--- src/rtl/coherence_bus_ctrl.sv ---
// rtl/coherence_bus_ctrl.sv - snooping bus controller arbitrating CPU fetches, writebacks and
// coherence misses onto a single RAM port, with cache-to-cache transfer on snoop hits.
module coherence_bus_ctrl #(
    parameter int NCPU = 2,
    parameter int BLKW = 2
) (
    input  logic                   CLK,
    input  logic                   nRST,
    input  logic [NCPU-1:0]        iREN,
    input  logic [NCPU-1:0][31:0]  iaddr,
    output logic [NCPU-1:0]        iwait,
    output logic [NCPU-1:0][31:0]  iload,
    input  logic [NCPU-1:0]        dREN,
    input  logic [NCPU-1:0]        dWEN,
    input  logic [NCPU-1:0][31:0]  daddr,
    input  logic [NCPU-1:0][31:0]  dstore,
    output logic [NCPU-1:0]        dwait,
    output logic [NCPU-1:0][31:0]  dload,
    input  logic [NCPU-1:0]        cctrans,
    input  logic [NCPU-1:0]        ccwrite,
    output logic [NCPU-1:0]        ccwait,
    output logic [NCPU-1:0]        ccinv,
    output logic [NCPU-1:0][31:0]  ccsnoopaddr,
    output logic                   ramREN,
    output logic                   ramWEN,
    output logic [31:0]            ramaddr,
    output logic [31:0]            ramstore,
    input  logic [31:0]            ramload,
    input  logic [1:0]             ramstate
);
    localparam int IW = $clog2(NCPU);
    localparam int CW = (BLKW > 1) ? $clog2(BLKW) : 1;
    localparam logic [1:0] RAM_ACCESS = 2'd2;

    typedef enum logic [2:0] {IDLE, SNOOP, C2C, RAMRD, WB, IFETCH} state_t;

    state_t          state_q, state_d;
    logic [IW-1:0]   req_q, req_d, sup_q, sup_d;
    logic [IW-1:0]   wb_ptr_q, wb_ptr_d, coh_ptr_q, coh_ptr_d, ins_ptr_q, ins_ptr_d;
    logic [CW-1:0]   wcnt_q, wcnt_d;
    logic [NCPU-1:0] wb_req;
    logic            access, last_beat, snoop_hit;
    logic [IW-1:0]   snoop_sup;

    // Round-robin search starting at the pointer; the lowest offset wins.
    function automatic logic [IW-1:0] rr_pick(input logic [NCPU-1:0] m, input logic [IW-1:0] p);
        logic [IW-1:0] r;
        int j;
        r = p;
        for (int i = NCPU - 1; i >= 0; i--) begin
            j = (int'(p) + i) % NCPU;
            if (m[j]) r = IW'(j);
        end
        return r;
    endfunction

    function automatic logic [IW-1:0] rr_next(input logic [IW-1:0] w);
        return (w == IW'(NCPU - 1)) ? '0 : w + IW'(1);
    endfunction

    assign wb_req    = dWEN & ~cctrans;
    assign access    = (ramstate == RAM_ACCESS);
    assign last_beat = (wcnt_q == CW'(BLKW - 1));

    always_comb begin
        snoop_hit = 1'b0;
        snoop_sup = '0;
        for (int k = NCPU - 1; k >= 0; k--) begin
            if (k != int'(req_q) && ccwrite[k]) begin
                snoop_hit = 1'b1;
                snoop_sup = IW'(k);
            end
        end
    end

    always_comb begin
        state_d     = state_q;
        req_d       = req_q;
        sup_d       = sup_q;
        wcnt_d      = wcnt_q;
        wb_ptr_d    = wb_ptr_q;
        coh_ptr_d   = coh_ptr_q;
        ins_ptr_d   = ins_ptr_q;
        iwait       = '1;
        dwait       = '1;
        ccwait      = '0;
        ccinv       = '0;
        ccsnoopaddr = '0;
        dload       = '0;
        iload       = '0;
        ramREN      = 1'b0;
        ramWEN      = 1'b0;
        ramaddr     = '0;
        ramstore    = '0;
        case (state_q)
            IDLE: begin
                wcnt_d = '0;
                if (|wb_req) begin
                    req_d   = rr_pick(wb_req, wb_ptr_q);
                    state_d = WB;
                end else if (|cctrans) begin
                    req_d   = rr_pick(cctrans, coh_ptr_q);
                    state_d = SNOOP;
                end else if (|iREN) begin
                    req_d   = rr_pick(iREN, ins_ptr_q);
                    state_d = IFETCH;
                end
            end
            WB: begin
                ramWEN   = 1'b1;
                ramaddr  = daddr[req_q];
                ramstore = dstore[req_q];
                if (access) begin
                    dwait[req_q] = 1'b0;
                    wcnt_d       = wcnt_q + CW'(1);
                    if (last_beat) begin
                        state_d  = IDLE;
                        wb_ptr_d = rr_next(req_q);
                    end
                end
            end
            SNOOP: begin
                for (int k = 0; k < NCPU; k++) begin
                    if (k != int'(req_q)) begin
                        ccwait[k]      = 1'b1;
                        ccsnoopaddr[k] = daddr[req_q];
                        ccinv[k]       = ccwrite[req_q];
                    end
                end
                if (snoop_hit) begin
                    sup_d   = snoop_sup;
                    state_d = C2C;
                end else if (dREN[req_q]) begin
                    state_d = RAMRD;
                end else begin
                    // Upgrade with no data needed: invalidation alone completes it.
                    dwait[req_q] = 1'b0;
                    state_d      = IDLE;
                    coh_ptr_d    = rr_next(req_q);
                end
            end
            C2C, RAMRD: begin
                for (int k = 0; k < NCPU; k++) begin
                    if (k != int'(req_q)) ccwait[k] = 1'b1;
                end
                if (state_q == C2C) begin
                    ramWEN       = 1'b1;
                    ramaddr      = daddr[sup_q];
                    ramstore     = dstore[sup_q];
                    dload[req_q] = dstore[sup_q];
                end else begin
                    ramREN       = 1'b1;
                    ramaddr      = daddr[req_q];
                    dload[req_q] = ramload;
                end
                if (access) begin
                    dwait[req_q] = 1'b0;
                    if (state_q == C2C) dwait[sup_q] = 1'b0;
                    wcnt_d = wcnt_q + CW'(1);
                    if (last_beat) begin
                        state_d   = IDLE;
                        coh_ptr_d = rr_next(req_q);
                    end
                end
            end
            IFETCH: begin
                ramREN       = 1'b1;
                ramaddr      = iaddr[req_q];
                iload[req_q] = ramload;
                if (access) begin
                    iwait[req_q] = 1'b0;
                    state_d      = IDLE;
                    ins_ptr_d    = rr_next(req_q);
                end
            end
            default: state_d = IDLE;
        endcase
    end

    always_ff @(posedge CLK or negedge nRST) begin
        if (!nRST) begin
            state_q   <= IDLE;
            req_q     <= '0;
            sup_q     <= '0;
            wcnt_q    <= '0;
            wb_ptr_q  <= '0;
            coh_ptr_q <= '0;
            ins_ptr_q <= '0;
        end else begin
            state_q   <= state_d;
            req_q     <= req_d;
            sup_q     <= sup_d;
            wcnt_q    <= wcnt_d;
            wb_ptr_q  <= wb_ptr_d;
            coh_ptr_q <= coh_ptr_d;
            ins_ptr_q <= ins_ptr_d;
        end
    end
endmodule

--- config.mk ---
export PLATFORM = sky130hd
export DESIGN_NAME = coherence_bus_ctrl
export DESIGN_NICKNAME = d
export VERILOG_FILES = /design/src/rtl/coherence_bus_ctrl.sv
export SDC_FILE = /design/constraint.sdc
export NUM_CORES = 1
export LEC_CHECK = 0
export ABC_AREA = 1
export ABC_CLOCK_PERIOD_IN_PS = 2110
export BUFFER_PORTS_ARGS = -buffer_cell sky130_fd_sc_hd__buf_2
export CORE_AREA = 10 10 189 191
export DETAILED_ROUTE_END_ITERATION = 6
export DIE_AREA = 0 0 199 201
export HOLD_SLACK_MARGIN = 0.05
export PLACE_DENSITY = 0.51
export SLEW_MARGIN = 20
export SYNTH_ARGS = -nofsm -noshare
export SYNTH_HDL_FRONTEND = slang
export SYNTH_SLANG_ARGS = --single-unit
--- constraint.sdc ---
create_clock -name CLK -period 2.11 [get_ports CLK]
set_input_delay 0.211 -clock CLK [delete_from_list [all_inputs] [get_ports CLK]]
set_output_delay 0.211 -clock CLK [all_outputs]
set_load 0.03 [all_outputs]
==> out/metrics.csv, run 1 <==
stage,metric,value,unit
clock_network,TritonCTS Sinks,9,
worst_setup_path,Critical Path AT,1.87,ns
floorplan,Die Y,201,um
synthesis,Main synth FF type,dfrtp_1,
worst_setup_path,worst-path fanout max,26,
timing,RSZ-0062 raised after global routing,true,
synthesis,Mapped Nets,1374,
power_and_ir_drop,Worst VDD drop,566,uV
synthesis,most instantiated cells after synthesis,"447 x nand2_1, 219 x nor2_1, 152 x inv_1, 146 x o21ai_0, 42 x buf_2",
timing,Worst Max-Slew Pin Slew,0.568,ns
clock_network,CTS tree,built,
finish,fillcell total,3786,
floorplan,I/O pin count,504,
clock_network,CTS buffer count,3,
synthesis,post-synthesis cell count,1136,
timing,fin crit share,0.986,
clock_network,CTS clock-pin slew for the worst setup and hold paths,0.04,ns
worst_setup_path,Critical Path Source Type,flip-flop,
outcome,run status,"complete, no violations",
timing,Tmin final,2.08,ns
clock_network,worst skew pair latency,0.23,ns
timing,final worst-path setup slack,0.0294,ns
worst_hold_path,hold path startpoint,ccwrite[1],
place,IO buf count,503,
power_and_ir_drop,Clk pwr share,0.032,
clock_network,H-tree depth,1,
power_and_ir_drop,Comb power frac,0.933,
route,Vias,8960,
finish,multi-input logic area,3750,um^2
place,hpwl dp,28200,um
finish,layout cells sized above 1,0.360,
floorplan,Core ar.,32000,um^2
global_route,largest net degree at the start of global routing,70,
synthesis,Post-synth ARST share,1.00,
place,final RePlAce weighted congestion,0.907,
route,DRT iter0 DRCs,457,
worst_hold_path,Hold Crit Class,in2reg,
worst_setup_path,CP Capture Type,output port,
synthesis,synth top area cells,"nand2_1 34%, nor2_1 17%, o21ai_0 15%",
power_and_ir_drop,P_leak,5.38,nW
floorplan,row count,66,
worst_setup_path,worst reg2reg startpoint,req_q$_DFFE_PN0P_,
synthesis,YS warnings,0,
floorplan,die area,40000,um^2
global_route,initial antenna violation count,7,
clock_network,CTS Root Buffer Type,clkbuf_16,
global_route,vias in the first global route,9017,
global_route,first-pass GRT wire length,51300,um
synthesis,Synth Register Bits,9,
route,drc violations,0,
timing,worst clock skew,0.00200,ns
floorplan,initial core utilization,0.152,
timing,final hold vios,0,
route,DR vias/cell,4.42,
synthesis,largest area contributor in the netlist,nand2_1,
floorplan,Horiz. Die Dim,199,um
finish,Reg area,235,um^2
synthesis,Post-synth EDFFs,0,
route,DRT Pass-1 Iters,6,
synthesis,synthesized cell area,4880,um^2
place,Placement Setup Slack,0.0557,ns
flow_run,# Max-Cap Violations,0,
timing,max-slew violations,0,
power_and_ir_drop,Net Switching,6.90,mW
power_and_ir_drop,Sw Share,0.659,
route,drt total wl,36200,um
timing,worst rel slew slack,0.620,
worst_setup_path,flop2flop setup slack,0.33,ns
power_and_ir_drop,Seq pwr share,0.035,
timing,Fmax,0.481,GHz
synthesis,register area share after synthesis,0.0462,
finish,Area Overhead vs Synth,76.6,%
worst_setup_path,crit path launch,req_q$_DFFE_PN0P_,
clock_network,clk buf depth,2,
route,wire per inst,17.9,um
finish,Final nets,1855,
worst_setup_path,CP Class,reg2out,
timing,final setup fails,0,
synthesis,"count leader, synth",nand2_1,
power_and_ir_drop,PwrDens,1220,nW/um^2
synthesis,syn avg cell area,4.29,um^2
worst_setup_path,critical path data required time,1.90,ns
global_route,GR Overflow Total,0,
timing,worst hold slack,0.289,ns
global_route,all-layer global routing usage,0.159,
synthesis,share of the synthesized area in the top cell type,0.344,
synthesis,Yosys cell types,23,
power_and_ir_drop,Pint,3.58,mW
route,DRT antenna net count,0,
## power groups by stage
| stage | clock network, mW | registers, mW | logic, mW |
|---|---|---|---|
| floorplan | 0 | 0.299 | 5.83 |
| global placement | 0 | 0.354 | 8.80 |
| detailed placement | 0 | 0.357 | 8.83 |
| CTS | 0.340 | 0.360 | 9.15 |
| global route | 0.352 | 0.374 | 10.6 |
| finish | 0.335 | 0.363 | 9.78 |
## layer usage
layer | up-vias | GRT usage | routed length (um)
li1 | 4419 | - | -
met1 | 4046 | 0.179 | 14200
met2 | 440 | 0.287 | 17900
met3 | 51 | 0.0404 | 3250
met4 | 4 | 0.0458 | 918
met5 | - | 0 | 22
## layout by cell type, fill, tap and decap left out, types with 5 or more instances in the layout
cell	Yosys	layout
buf_12	0	15
o21ai_1	4	9
buf_2	42	437
nand2_1	447	446
nand4_1	27	27
nor2_1	219	214
inv_1	152	151
buf_6	0	5
a21oi_1	10	10
nor2_2	3	5
dfrtp_1	9	5
buf_4	5	56
clkbuf_16	0	10
nand3_1	29	29
clkbuf_4	0	24
diode_2	0	5
o21ai_0	146	139
or2_2	5	5
## area by class of cell
cell class,instances,area share
Timing Repair Buffer,548,0.396
Tap cell,408,0.0593
Antenna cell,5,0.00145
Sequential cell,9,0.0273
Clock buffer,4,0.00915
Multi-Input combinational cell,896,0.436
Inverter,159,0.0707
## sequential cells by signal, summed over array words and instances (netlist names)
name / count
state_q: 3
coh_ptr_q: 1
ins_ptr_q: 1
last_beat: 1
req_q: 1
sup_q: 1
wb_ptr_q: 1
## logic make-up after synthesis
logic type | share of synthesized area
buffers and inverters | 0.193
flip-flops | 0.0462
AND/OR/NAND/NOR | 0.594
AO/OA/AOI/OAI | 0.167
## repair_timing
item	in CTS	in global routing
hold buffers	1	0
resized for setup	34	86
pin swaps	0	2
buffers inserted	0	4
setup endpoints to repair	29	138
cloned	2	8
endpoints found under the hold margin	9	0
## per-stage QoR
step            util  total power, mW  TNS (ns)  area (um^2)  cells
6_report       0.269             10.5         0         8610   2029
5_1_grt        0.269             11.3    -0.380         8610   2028
4_1_cts        0.256             9.85  -0.00701         8200   2012
3_5_place_dp   0.248             9.19         0         7960   2005
3_3_place_gp   0.248             9.15         0         7960   2005
2_1_floorplan      -             6.13         0         4880   1136
## worst max-delay path, stage by stage, from the launching register on
cell and delay, ns:
dfrtp_4 0.42, clkinv_2 0.25, buf_12 0.26, nand2_1 0.07, nand2_1 0.08, nand2_1 0.10
nand4_1 0.21, buf_6 0.21
## worst paths after layout
path	to	cells after the start
hold reg to reg	coh_ptr_q$_DFFE_PN0P_	2
setup / recovery	ramaddr[27]	7
min in group asynchronous	ins_ptr_q$_DFFE_PN0P_	2
hold / removal	sup_q$_DFFE_PN0P_	3
setup reg to reg	state_q[1]$_DFFE_PN0P_	6
max in group asynchronous	req_q$_DFFE_PN0P_	2
Power figures use the tool's default switching activity.
==> run 2: changes to the inputs <==
--- a/config.mk
+++ b/config.mk
@@ -6,13 +6,13 @@
 export NUM_CORES = 1
 export LEC_CHECK = 0
 export ABC_AREA = 1
-export ABC_CLOCK_PERIOD_IN_PS = 2110
+export ABC_CLOCK_PERIOD_IN_PS = 1900
 export BUFFER_PORTS_ARGS = -buffer_cell sky130_fd_sc_hd__buf_2
-export CORE_AREA = 10 10 189 191
+export CORE_AREA = 10 10 190 192
 export DETAILED_ROUTE_END_ITERATION = 6
-export DIE_AREA = 0 0 199 201
+export DIE_AREA = 0 0 200 202
 export HOLD_SLACK_MARGIN = 0.05
-export PLACE_DENSITY = 0.51
+export PLACE_DENSITY = 0.52
 export SLEW_MARGIN = 20
 export SYNTH_ARGS = -nofsm -noshare
 export SYNTH_HDL_FRONTEND = slang
==> constraint.sdc (replaced) <==
create_clock -name CLK -period 1.9 [get_ports CLK]
set_input_delay 0.19 -clock CLK [delete_from_list [all_inputs] [get_ports CLK]]
set_output_delay 0.19 -clock CLK [all_outputs]
set_load 0.03 [all_outputs]
==> run 2 against run 1 <==
The run now ends with negative setup slack left. Die area grew 1.0%. Via count is 10% higher. Clock-buffer cell count unchanged. Worst hold slack worse by 0.0095 ns. Largest cell class is now non-clock buffers. Global-route usage rose by 1.2 points. First-iteration DRC count up 23%. Clock power increased by 16%. Sequential power rose by 15%.
==> out/metrics.csv, run 2 (synthesis gave the netlist of run 1 again) <==
stage,metric,value,unit,change
outcome,run status,finished with violations,,
outcome,violated checks,negative setup slack,,
power_and_ir_drop,Pint,6.65,mW,+86%
floorplan,initial core utilization,0.151,,-0.00117
power_and_ir_drop,Sw Share,0.595,,-0.0643
worst_hold_path,hold path depth,3,,unchanged
worst_hold_path,Hold Crit Class,in2reg,,
place,hpwl dp,29000,um,+2.7%
timing,final worst-path setup slack,-0.0934,ns,-0.123 ns
worst_setup_path,CP Class,reg2out,,
timing,Tmin final,1.99,ns,
worst_setup_path,r2r worst-path depth,6,,unchanged
floorplan,Horiz. Die Dim,200,um,+0.50%
clock_network,CTS Root Buffer Type,clkbuf_16,,
global_route,largest net degree at the start of global routing,82,,+17%
timing,Fmax,0.502,GHz,
floorplan,die area,40400,um^2,+1.0%
route,DR vias/cell,4.66,,+5.6%
power_and_ir_drop,Clk pwr share,0.024,,-0.008
place,IO buf count,503,,unchanged
route,DRT antenna net count,0,,unchanged
power_and_ir_drop,Net Switching,9.75,mW,+41%
finish,"commonest non-fill, non-tap cells in the layout","396 x nand2_1, 254 x buf_2, 175 x buf_6",,
route,Met3 Routed Length,4990,um,+53%
route,DRT iter0 DRCs,561,,+23%
timing,worst hold slack,0.279,ns,-0.00954 ns
clock_network,clk buf depth,2,,unchanged
worst_setup_path,Critical Path AT,1.80,ns,-0.07 ns
global_route,first-pass GRT wire length,54500,um,+6.4%
place,placed cell areas,8150,um^2,+2.5%
clock_network,TritonCTS Sinks,9,,unchanged
clock_network,worst skew pair latency,0.24,ns,about the same
worst_setup_path,worst-path fanout max,7,,-73%
route,Vias,9885,,+10%
worst_setup_path,CP Capture Type,output port,,
finish,"Design Area, Final",12000,um^2,+40%
finish,Area Overhead vs Synth,146,%,
global_route,initial antenna violation count,4,,-3
timing,worst rel slew slack,0.756,,+0.136
finish,"commonest non-fill, non-tap cell in the layout",nand2_1,,
route,drc violations,0,,unchanged
finish,Final nets,1916,,+3.3%
clock_network,CTS clock-pin slew for the worst setup and hold paths,0.04,ns,about the same
worst_setup_path,Critical Path Source Type,flip-flop,,
clock_network,CTS buffer count,3,,unchanged
route,top sig layer,met5,,
route,metal2 WL,22600,um,+26%
clock_network,CTS tree,built,,
route,wire per inst,21.7,um,+21%
timing,RSZ-0062 raised after global routing,true,,
power_and_ir_drop,P_leak,6.27,nW,+16%
finish,max reg flops,3,,unchanged
timing,Worst Max-Slew Pin Slew,0.362,ns,-0.205 ns
timing,max-slew violations,0,,unchanged
timing,final setup fails,161,,+161
route,DRT Pass-1 Iters,5,,-1
timing,fin crit share,1.05,,
global_route,all-layer global routing usage,0.171,,+0.0118
power_and_ir_drop,Comb power frac,0.951,,+0.018
floorplan,I/O pin count,504,,unchanged
power_and_ir_drop,PwrDens,1360,nW/um^2,+12%
floorplan,Die Y,202,um,+0.50%
finish,most flop-heavy register,state_q,,
route,drt total wl,45900,um,+27%
worst_setup_path,critical path data required time,1.71,ns,-0.19 ns
power_and_ir_drop,Seq pwr share,0.026,,-0.009
finish,layout cells sized above 1,0.516,,+0.156
global_route,GR Overflow Total,0,,unchanged
route,Met1 Routed Length,16600,um,+17%
place,final RePlAce weighted congestion,0.917,,+1.2%
clock_network,H-tree depth,1,,unchanged
power_and_ir_drop,Worst VDD drop,813,uV,+44%
timing,worst clock skew,0.00115,ns,-0.000851 ns
flow_run,# Max-Cap Violations,0,,unchanged
timing,final hold vios,0,,unchanged
global_route,vias in the first global route,9105,,+0.98%
floorplan,row count,66,,unchanged
floorplan,Core ar.,32300,um^2,+0.77%
==> run 2: changes by cell type in the layout (fill, tap and decap cells not counted), moves of 23 or more <==
cell,previous run,this run
buf_2,437,254
o21ai_1,9,50
nand2_1,446,396
o21ai_2,2,25
nor2_4,4,91
buf_6,5,175
nor2_1,214,91
nand2_2,1,38
clkbuf_4,24,1
buf_4,56,114
nor2_2,5,41
o21ai_0,139,69
==> run 2: path summary, 6_finish.rpt <==
check / from / to / slack, ns
min in group asynchronous: nRST / ins_ptr_q$_DFFE_PN0P_ / 0.35
worst max register to register: req_q$_DFFE_PN0P_ / state_q[1]$_DFFE_PN0P_ / 0.13
worst min-delay path: ccwrite[1] / sup_q$_DFFE_PN0P_ / 0.28
worst max-delay path: state_q[2]$_DFFE_PN0P_ / ccsnoopaddr[49] / -0.09
worst min register to register: coh_ptr_q$_DFFE_PN0P_ / coh_ptr_q$_DFFE_PN0P_ / 0.48
max in group asynchronous: nRST / req_q$_DFFE_PN0P_ / 1.33
==> run 2: timing repair <==
item                                   CTS  global route
buffers inserted                        11            17
setup endpoints to repair              221           240
endpoints found under the hold margin    9             0
hold buffers                             1             0
gates cloned                             9            28
gates resized for setup                299           686
pin swaps                               12            43
==> run 2: area by class of cell <==
class	count	area (um^2)
antenna	1	2.50
clock buffer	4	78.8
fill	3426	20300
inverter	159	659
multi-input combinational	896	4940
sequential	9	231
tap	442	553
timing repair buffer	609	5550
==> run 2: through the flow <==
step                setup WS [ns]  instances  utilization  power [mW]  setup TNS (ns)
floorplan                   0.143       1136            -        6.81               0
global placement           0.0510       2051        0.253        10.4               0
detailed placement         0.0734       2051        0.253        10.5               0
CTS                       -0.0764       2075        0.290        13.0           -1.64
global route               -0.188       2119        0.372        17.3          -19.26
finish                    -0.0934       2120        0.372        16.4           -4.86
==> run 2: power groups by stage <==
stage,Combinational (mW),Clock [mW],Sequential [mW]
after floorplan,6.47,0,0.332
after global placement,10.1,0,0.370
after detailed placement,10.1,0,0.376
after CTS,12.3,0.389,0.377
after global routing,16.4,0.401,0.428
final,15.6,0.388,0.418
==> run 2: worst max-delay path: stages, from the launching register on <==
cell and delay, ns:
dfrtp_1 0.41, buf_6 0.15, inv_6 0.06, nand2_2 0.05, nor2_2 0.12, buf_6 0.19
clkinv_8 0.11, buf_12 0.17, nor2_1 0.11, buf_4 0.17
==> run 2: metal layers <==
| layer | GRT usage | vias to the layer above |
|---|---|---|
| met2 | 0.306 | 606 |
| met1 | 0.194 | 4612 |
| met3 | 0.0469 | 95 |
| li1 | - | 4566 |
| met4 | 0.0438 | 6 |
| met5 | 0 | - |
